$ cat config.mk
export PLATFORM = sky130hd
export DESIGN_NAME = cfg_rom_sequencer
export DESIGN_NICKNAME = d
export VERILOG_FILES = /design/src/rtl/hdmi_cfg_pkg.sv /design/src/rtl/step_edge_sync.sv /design/src/rtl/cfg_rom_sequencer.sv
export SDC_FILE = /design/constraint.sdc
export NUM_CORES = 1
export LEC_CHECK = 0
export BUFFER_PORTS_ARGS = -buffer_cell sky130_fd_sc_hd__buf_2
export CAP_MARGIN = 15
export CORE_MARGIN = 1
export CORE_UTILIZATION = 47
export CTS_BUF_LIST = sky130_fd_sc_hd__clkbuf_8
export CTS_CLUSTER_DIAMETER = 150
export DETAILED_ROUTE_END_ITERATION = 10
export PLACE_DENSITY = 0.85
export SLEW_MARGIN = 15
export SYNTH_ARGS = -nofsm -noshare
export SYNTH_HDL_FRONTEND = slang
export SYNTH_SLANG_ARGS = --single-unit
$ cat constraint.sdc
create_clock -name clk -period 2 [get_ports clk]
set_clock_uncertainty 0.15 [all_clocks]
set_input_delay 0.5 -clock clk [delete_from_list [all_inputs] [get_ports clk]]
set_output_delay 0.5 -clock clk [all_outputs]
set_load 0.05 [all_outputs]
$ cat src/rtl/hdmi_cfg_pkg.sv
// Shared types for the HDMI transmitter configuration sequencer.
package hdmi_cfg_pkg;

    typedef enum logic [1:0] {
        IDLE    = 2'd0,
        FETCH   = 2'd1,
        PRESENT = 2'd2,
        ADVANCE = 2'd3
    } seq_state_t;

    localparam logic MODE_MANUAL = 1'b0;
    localparam logic MODE_AUTO   = 1'b1;

endpackage

$ cat src/rtl/step_edge_sync.sv
// Brings the asynchronous step button into the clk domain and turns each
// rising edge into a single-cycle pulse, registered on the third clk edge
// after the input rises.
module step_edge_sync (
    input  logic clk,
    input  logic reset_n,
    input  logic step_async,
    output logic step_pulse
);

    logic sync1_q, sync1_d;
    logic sync2_q, sync2_d;
    logic sync3_q, sync3_d;
    logic pulse_q, pulse_d;

    // Two synchroniser stages, a history stage and the registered edge pulse.
    always_comb begin
        sync1_d = step_async;
        sync2_d = sync1_q;
        sync3_d = sync2_q;
        pulse_d = sync2_q & ~sync3_q;
    end

    // State update; reset clears the whole chain so no spurious edge appears.
    always_ff @(posedge clk) begin
        if (!reset_n) begin
            sync1_q <= 1'b0;
            sync2_q <= 1'b0;
            sync3_q <= 1'b0;
            pulse_q <= 1'b0;
        end else begin
            sync1_q <= sync1_d;
            sync2_q <= sync2_d;
            sync3_q <= sync3_d;
            pulse_q <= pulse_d;
        end
    end

    assign step_pulse = pulse_q;

endmodule

$ cat src/rtl/cfg_rom_sequencer.sv
// Walks an external configuration ROM and hands each word to the I2C config
// master over a valid/ready handshake. Manual mode advances one entry per
// step press; auto mode streams the table after a start pulse.
// Optional feature macro: CFG_ROM_SEQ_END_MARKER_EN -- when defined, a ROM
// word equal to END_WORD terminates the table instead of being presented.
module cfg_rom_sequencer
    import hdmi_cfg_pkg::*;
#(
    parameter int unsigned         DATA_W      = 16,
    parameter int unsigned         ADDR_W      = 5,
    parameter int unsigned         DEPTH       = 32,
    parameter int unsigned         ROM_LATENCY = 1,
    parameter bit                  WRAP        = 1'b0,
    parameter logic [DATA_W-1:0]   END_WORD    = 16'hFFFF
) (
    input  logic              clk,
    input  logic              reset_n,
    input  logic              step,
    input  logic              start,
    input  logic              abort,
    input  logic              mode,
    output logic [ADDR_W-1:0] rom_addr,
    input  logic [DATA_W-1:0] rom_q,
    output logic [DATA_W-1:0] cmd_data,
    output logic              cmd_valid,
    input  logic              cmd_ready,
    output logic [ADDR_W-1:0] cmd_index,
    output logic              busy,
    output logic              done,
    output logic              overrun
);

    localparam int unsigned       LAT_W     = $clog2(ROM_LATENCY + 1);
    localparam logic [LAT_W-1:0]  LAT_MAX   = LAT_W'(ROM_LATENCY);
    localparam logic [ADDR_W-1:0] LAST_ADDR = ADDR_W'(DEPTH - 1);

`ifdef CFG_ROM_SEQ_END_MARKER_EN
    localparam bit END_MARKER_EN = 1'b1;
`else
    localparam bit END_MARKER_EN = 1'b0;
`endif

    seq_state_t        state_q,     state_d;
    logic [ADDR_W-1:0] rom_addr_q,  rom_addr_d;
    logic [DATA_W-1:0] cmd_data_q,  cmd_data_d;
    logic              cmd_valid_q, cmd_valid_d;
    logic [ADDR_W-1:0] cmd_index_q, cmd_index_d;
    logic              done_q,      done_d;
    logic              overrun_q,   overrun_d;
    logic [LAT_W-1:0]  lat_cnt_q,   lat_cnt_d;
    logic              run_mode_q,  run_mode_d;

    logic step_pulse;

    step_edge_sync u_step_sync (
        .clk        (clk),
        .reset_n    (reset_n),
        .step_async (step),
        .step_pulse (step_pulse)
    );

    // Next-state logic: abort overrides everything, otherwise walk the FSM.
    always_comb begin
        state_d     = state_q;
        rom_addr_d  = rom_addr_q;
        cmd_data_d  = cmd_data_q;
        cmd_valid_d = cmd_valid_q;
        cmd_index_d = cmd_index_q;
        done_d      = 1'b0;
        lat_cnt_d   = lat_cnt_q;
        run_mode_d  = run_mode_q;
        // A request arriving while a run is in progress is dropped but remembered.
        overrun_d   = overrun_q | ((state_q != IDLE) & (start | step_pulse));

        if (abort) begin
            state_d     = IDLE;
            rom_addr_d  = '0;
            cmd_valid_d = 1'b0;
            lat_cnt_d   = '0;
        end else begin
            unique case (state_q)
                IDLE: begin
                    // mode is only honoured here; it is frozen for the whole run.
                    if ((mode == MODE_AUTO && start) || (mode == MODE_MANUAL && step_pulse)) begin
                        state_d    = FETCH;
                        lat_cnt_d  = '0;
                        run_mode_d = mode;
                        overrun_d  = 1'b0;
                    end
                end
                FETCH: begin
                    // rom_q reflects rom_addr only after ROM_LATENCY clocks of hold.
                    if (lat_cnt_q == LAT_MAX) begin
                        lat_cnt_d = '0;
                        if (END_MARKER_EN && rom_q == END_WORD) begin
                            rom_addr_d = '0;
                            done_d     = 1'b1;
                            state_d    = IDLE;
                        end else begin
                            cmd_data_d  = rom_q;
                            cmd_index_d = rom_addr_q;
                            cmd_valid_d = 1'b1;
                            state_d     = PRESENT;
                        end
                    end else begin
                        lat_cnt_d = lat_cnt_q + 1'b1;
                    end
                end
                PRESENT: begin
                    // Valid is never withdrawn before the master takes the word.
                    if (cmd_ready) begin
                        cmd_valid_d = 1'b0;
                        state_d     = ADVANCE;
                    end
                end
                ADVANCE: begin
                    lat_cnt_d = '0;
                    if (rom_addr_q == LAST_ADDR) begin
                        rom_addr_d = '0;
                        done_d     = 1'b1;
                        state_d    = (run_mode_q == MODE_AUTO && WRAP) ? FETCH : IDLE;
                    end else begin
                        rom_addr_d = rom_addr_q + 1'b1;
                        state_d    = (run_mode_q == MODE_AUTO) ? FETCH : IDLE;
                    end
                end
                default: state_d = IDLE;
            endcase
        end
    end

    // Register all state and outputs; reset returns to an idle, empty interface.
    always_ff @(posedge clk) begin
        if (!reset_n) begin
            state_q     <= IDLE;
            rom_addr_q  <= '0;
            cmd_data_q  <= '0;
            cmd_valid_q <= 1'b0;
            cmd_index_q <= '0;
            done_q      <= 1'b0;
            overrun_q   <= 1'b0;
            lat_cnt_q   <= '0;
            run_mode_q  <= MODE_MANUAL;
        end else begin
            state_q     <= state_d;
            rom_addr_q  <= rom_addr_d;
            cmd_data_q  <= cmd_data_d;
            cmd_valid_q <= cmd_valid_d;
            cmd_index_q <= cmd_index_d;
            done_q      <= done_d;
            overrun_q   <= overrun_d;
            lat_cnt_q   <= lat_cnt_d;
            run_mode_q  <= run_mode_d;
        end
    end

    assign rom_addr  = rom_addr_q;
    assign cmd_data  = cmd_data_q;
    assign cmd_valid = cmd_valid_q;
    assign cmd_index = cmd_index_q;
    assign busy      = (state_q != IDLE);
    assign done      = done_q;
    assign overrun   = overrun_q;

endmodule

==> run summary <==
Library cell occupying the most area in the post-synthesis netlist - dfxtp_1
Die area - 3590 µm²
Number of remaining DRC errors - 0
Detail Route Antenna Nets - 0
Post-Syn Instances - 174
Setup CP Type - reg2out
Cells along the critical path - inv_1, ha_4, inv_1, buf_4
Portion of the post-synthesis area used by sequential elements - 47.0%
Pin slew with the least headroom to its limit - 0.324 ns
CTS sink count - 37
Worst-case headroom to the max-slew limit - 77.8%
Number of buffers inserted to repair setup after CTS - 0
Chip width - 59.9 µm
Run status - complete, no violations
Number of library cell types mapped by synthesis - 33
Number of global-route vias before repair - 1,176
Class of the most critical hold timing path - reg2reg
Arrival time at the worst endpoint - 1.26 ns
Number of I/O pins - 53
Number of flops mapped to enable cells by yosys - 0
Achievable clock frequency - 0.525 GHz
Global router's overall resource usage - 18.8%
Static Leakage - 0.000902 µW
Count of endpoints failing hold in the final timing report - 0
Peak ir drop on the vdd network - 441 µV
Crit path launch type - flop
Final number of max-transition violations - 0
Wire length of the first global-routing pass - 5.02 mm
Clock tree from TritonCTS - built
Final RePlAce weighted congestion - 0.780
Number of placement rows - 20
Half-perimeter wire length after placement - 2.20 mm
Count of non-filler cells in the finished layout - 274
Layout Nets - 260
Endpoint class of the critical path - output pin
Initial Util - 50.4%
Period utilisation layout - 95.3%
Maximum number of pins on one net before global-route repair - 24
Final hold slack - 0.245 ns
Largest cells by area after synthesis - dfxtp_1, nand2_1, a21boi_1
Post-Layout Inst Area - 2020 µm²
Count of input and output buffers - 52
Count of maximum capacitance violations - 0
Worst path most repeated cell - inv_1
Floorplan core area - 3130 µm²
Worst-case clock buffer depth - 2
Worst slack, placed - 0.172 ns
Power per cell area - 745 nW/µm²
Number of warnings issued by yosys - 0
H-tree level count - 2
Fraction of final layout cells with drive strength greater than 1 - 32.6%
Inst Count DP - 266
Placed instance area - 1880 µm²
Worst skew pair latency - 0.28 ns
Worst EP required - 1.35 ns
Dominant register cell in the synthesized netlist - dfxtp_1
Area fraction of the dominant cell type after synthesis - 47.0%
Crit-path max FO - 6
Syn nets - 205
Overall die height - 59.9 µm
Final routed wirelength across all metal layers - 3.11 mm
Cts bufs inserted - 5
Slowest cell on the critical path - dfxtp_2
Overflow after GRT - 0
Synthesis-to-layout area growth - 28.3%
Fraction of registers with async set or reset after synthesis - 0%
Number of violations reported at the end of detailed-routing iteration 0 - 77
Clock-pin transition on the worst setup and hold timing paths - 0.07 ns
Average cell area after synthesis - 9.05 µm²
Setup repair after global routing missed its margin - false
Detail-routed net length per standard cell - 11.3 µm
Number of antenna violations at the first check in global routing - 0
Detailed Routing Iterations Pass 1 - 4
Antenna Diode Count - 0
Via density per instance - 4.87
Setup violations, final - 0
Fin worst setup slack - 0.0948 ns
Flip-flop and latch count after synthesis - 37
Final sum of negative setup slack - 0 ns
Critical Path Max Stage Delay - 0.38 ns
Vias - 1,335
Area of the mapped netlist - 1580 µm²
Root buffer cell - clkbuf_8
Min Clock Period, post-route - 1.91 ns
kinds of logic after synthesis:
group,synth area share (%)
AND/OR/NAND/NOR,21.9
adder cells (fa/ha/maj),6.35
flip-flops,47.0
AO/OA/AOI/OAI,16.8
multiplexers,3.81
buffers and inverters,4.05
worst max-delay path, delay by kind of cell (launching register included):
| family | cells | cell delay [ns] |
|---|---|---|
| flip-flops | 1 | 0.38 |
| buffers and inverters | 3 | 0.38 |
| adder cells (fa/ha/maj) | 1 | 0.20 |
area by class of cell:
type / instances / area [µm²]
well taps: 44 / 55.1
fillers: 265 / 1110
flip-flops and latches: 37 / 746
inverters: 5 / 21.3
clock buffers: 6 / 82.6
clock inverters: 2 / 37.5
multi-input cells: 124 / 786
repair buffers: 56 / 293
per-layer routing:
layer / part of all wire, % / track usage, %
met5: 0 / 0
met4: 1.4 / 8.97
met3: 5.1 / 3.90
met2: 46 / 32.1
met1: 48 / 22.4
worst paths after layout:
| path | start | to | slack, ns | depth (start not counted) |
|---|---|---|---|---|
| worst max register to register | rom_addr[0]$_SDFFE_PP0N_ | rom_addr[3]$_SDFFE_PP0N_ | 0.20 | 5 |
| worst min register to register | u_step_sync.sync3_q$_SDFF_PN0_ | u_step_sync.step_pulse$_SDFF_PN0_ | 0.25 | 1 |
| worst max-delay path | state_q[0]$_SDFFE_PP0P_ | busy | 0.09 | 4 |
| worst min-delay path | u_step_sync.sync3_q$_SDFF_PN0_ | u_step_sync.step_pulse$_SDFF_PN0_ | 0.25 | 1 |
through the flow:
step	utilization (%)	total power (µW)
after floorplan	-	822
after global routing	64.6	1560
after global placement	60.1	857
after CTS	64.2	1520
final	64.6	1500
after detailed placement	60.1	858
where the power goes:
| part | internal [µW] | switching (µW) | leakage, µW |
|---|---|---|---|
| Clock | 405 | 254 | 0.0000574 |
| Combinational | 46.6 | 48.9 | 0.000544 |
| Sequential | 744 | 5.59 | 0.000301 |
| Total | 1200 | 309 | 0.000902 |
state kept, by name, summed over array words and instances (netlist names), 2 cells and up:
| register | cells |
|---|---|
| cmd_data | 16 |
| cmd_index | 5 |
| rom_addr | 5 |
| state_q | 2 |
cell usage in the layout, fill, tap and decap left out, types with 3 or more instances in the layout:
master    instances
dfxtp_2           4
o21ai_0           4
dfxtp_1          33
mux2i_1           6
and2_1            3
a21oi_1           5
nor2b_1           3
buf_2            51
a21boi_1         20
nor2_1            5
buf_4             5
ha_1              6
nand2_1          48
clkbuf_8          6
inv_1             4
cells in the mapped netlist, types with 2 or more instances:
library cell and number:
a21boi_1 20, buf_2 4, a21oi_1 5, nor2b_1 3
ha_1 8, a21boi_0 2, o21ai_0 4, nand3b_1 2
dfxtp_1 37, and3b_1 2, mux2i_1 6, nand2_1 48
clkbuf_1 3, and2_1 3, nor2_1 5, inv_1 4
and3_1 2
repair_timing:
| action | CTS | global route |
|---|---|---|
| endpoints found under the setup margin | 1 | 2 |
| gates resized for setup | 4 | 2 |
| hold buffers | 0 | 0 |
Note: power is estimated with default switching activity, not from simulation.
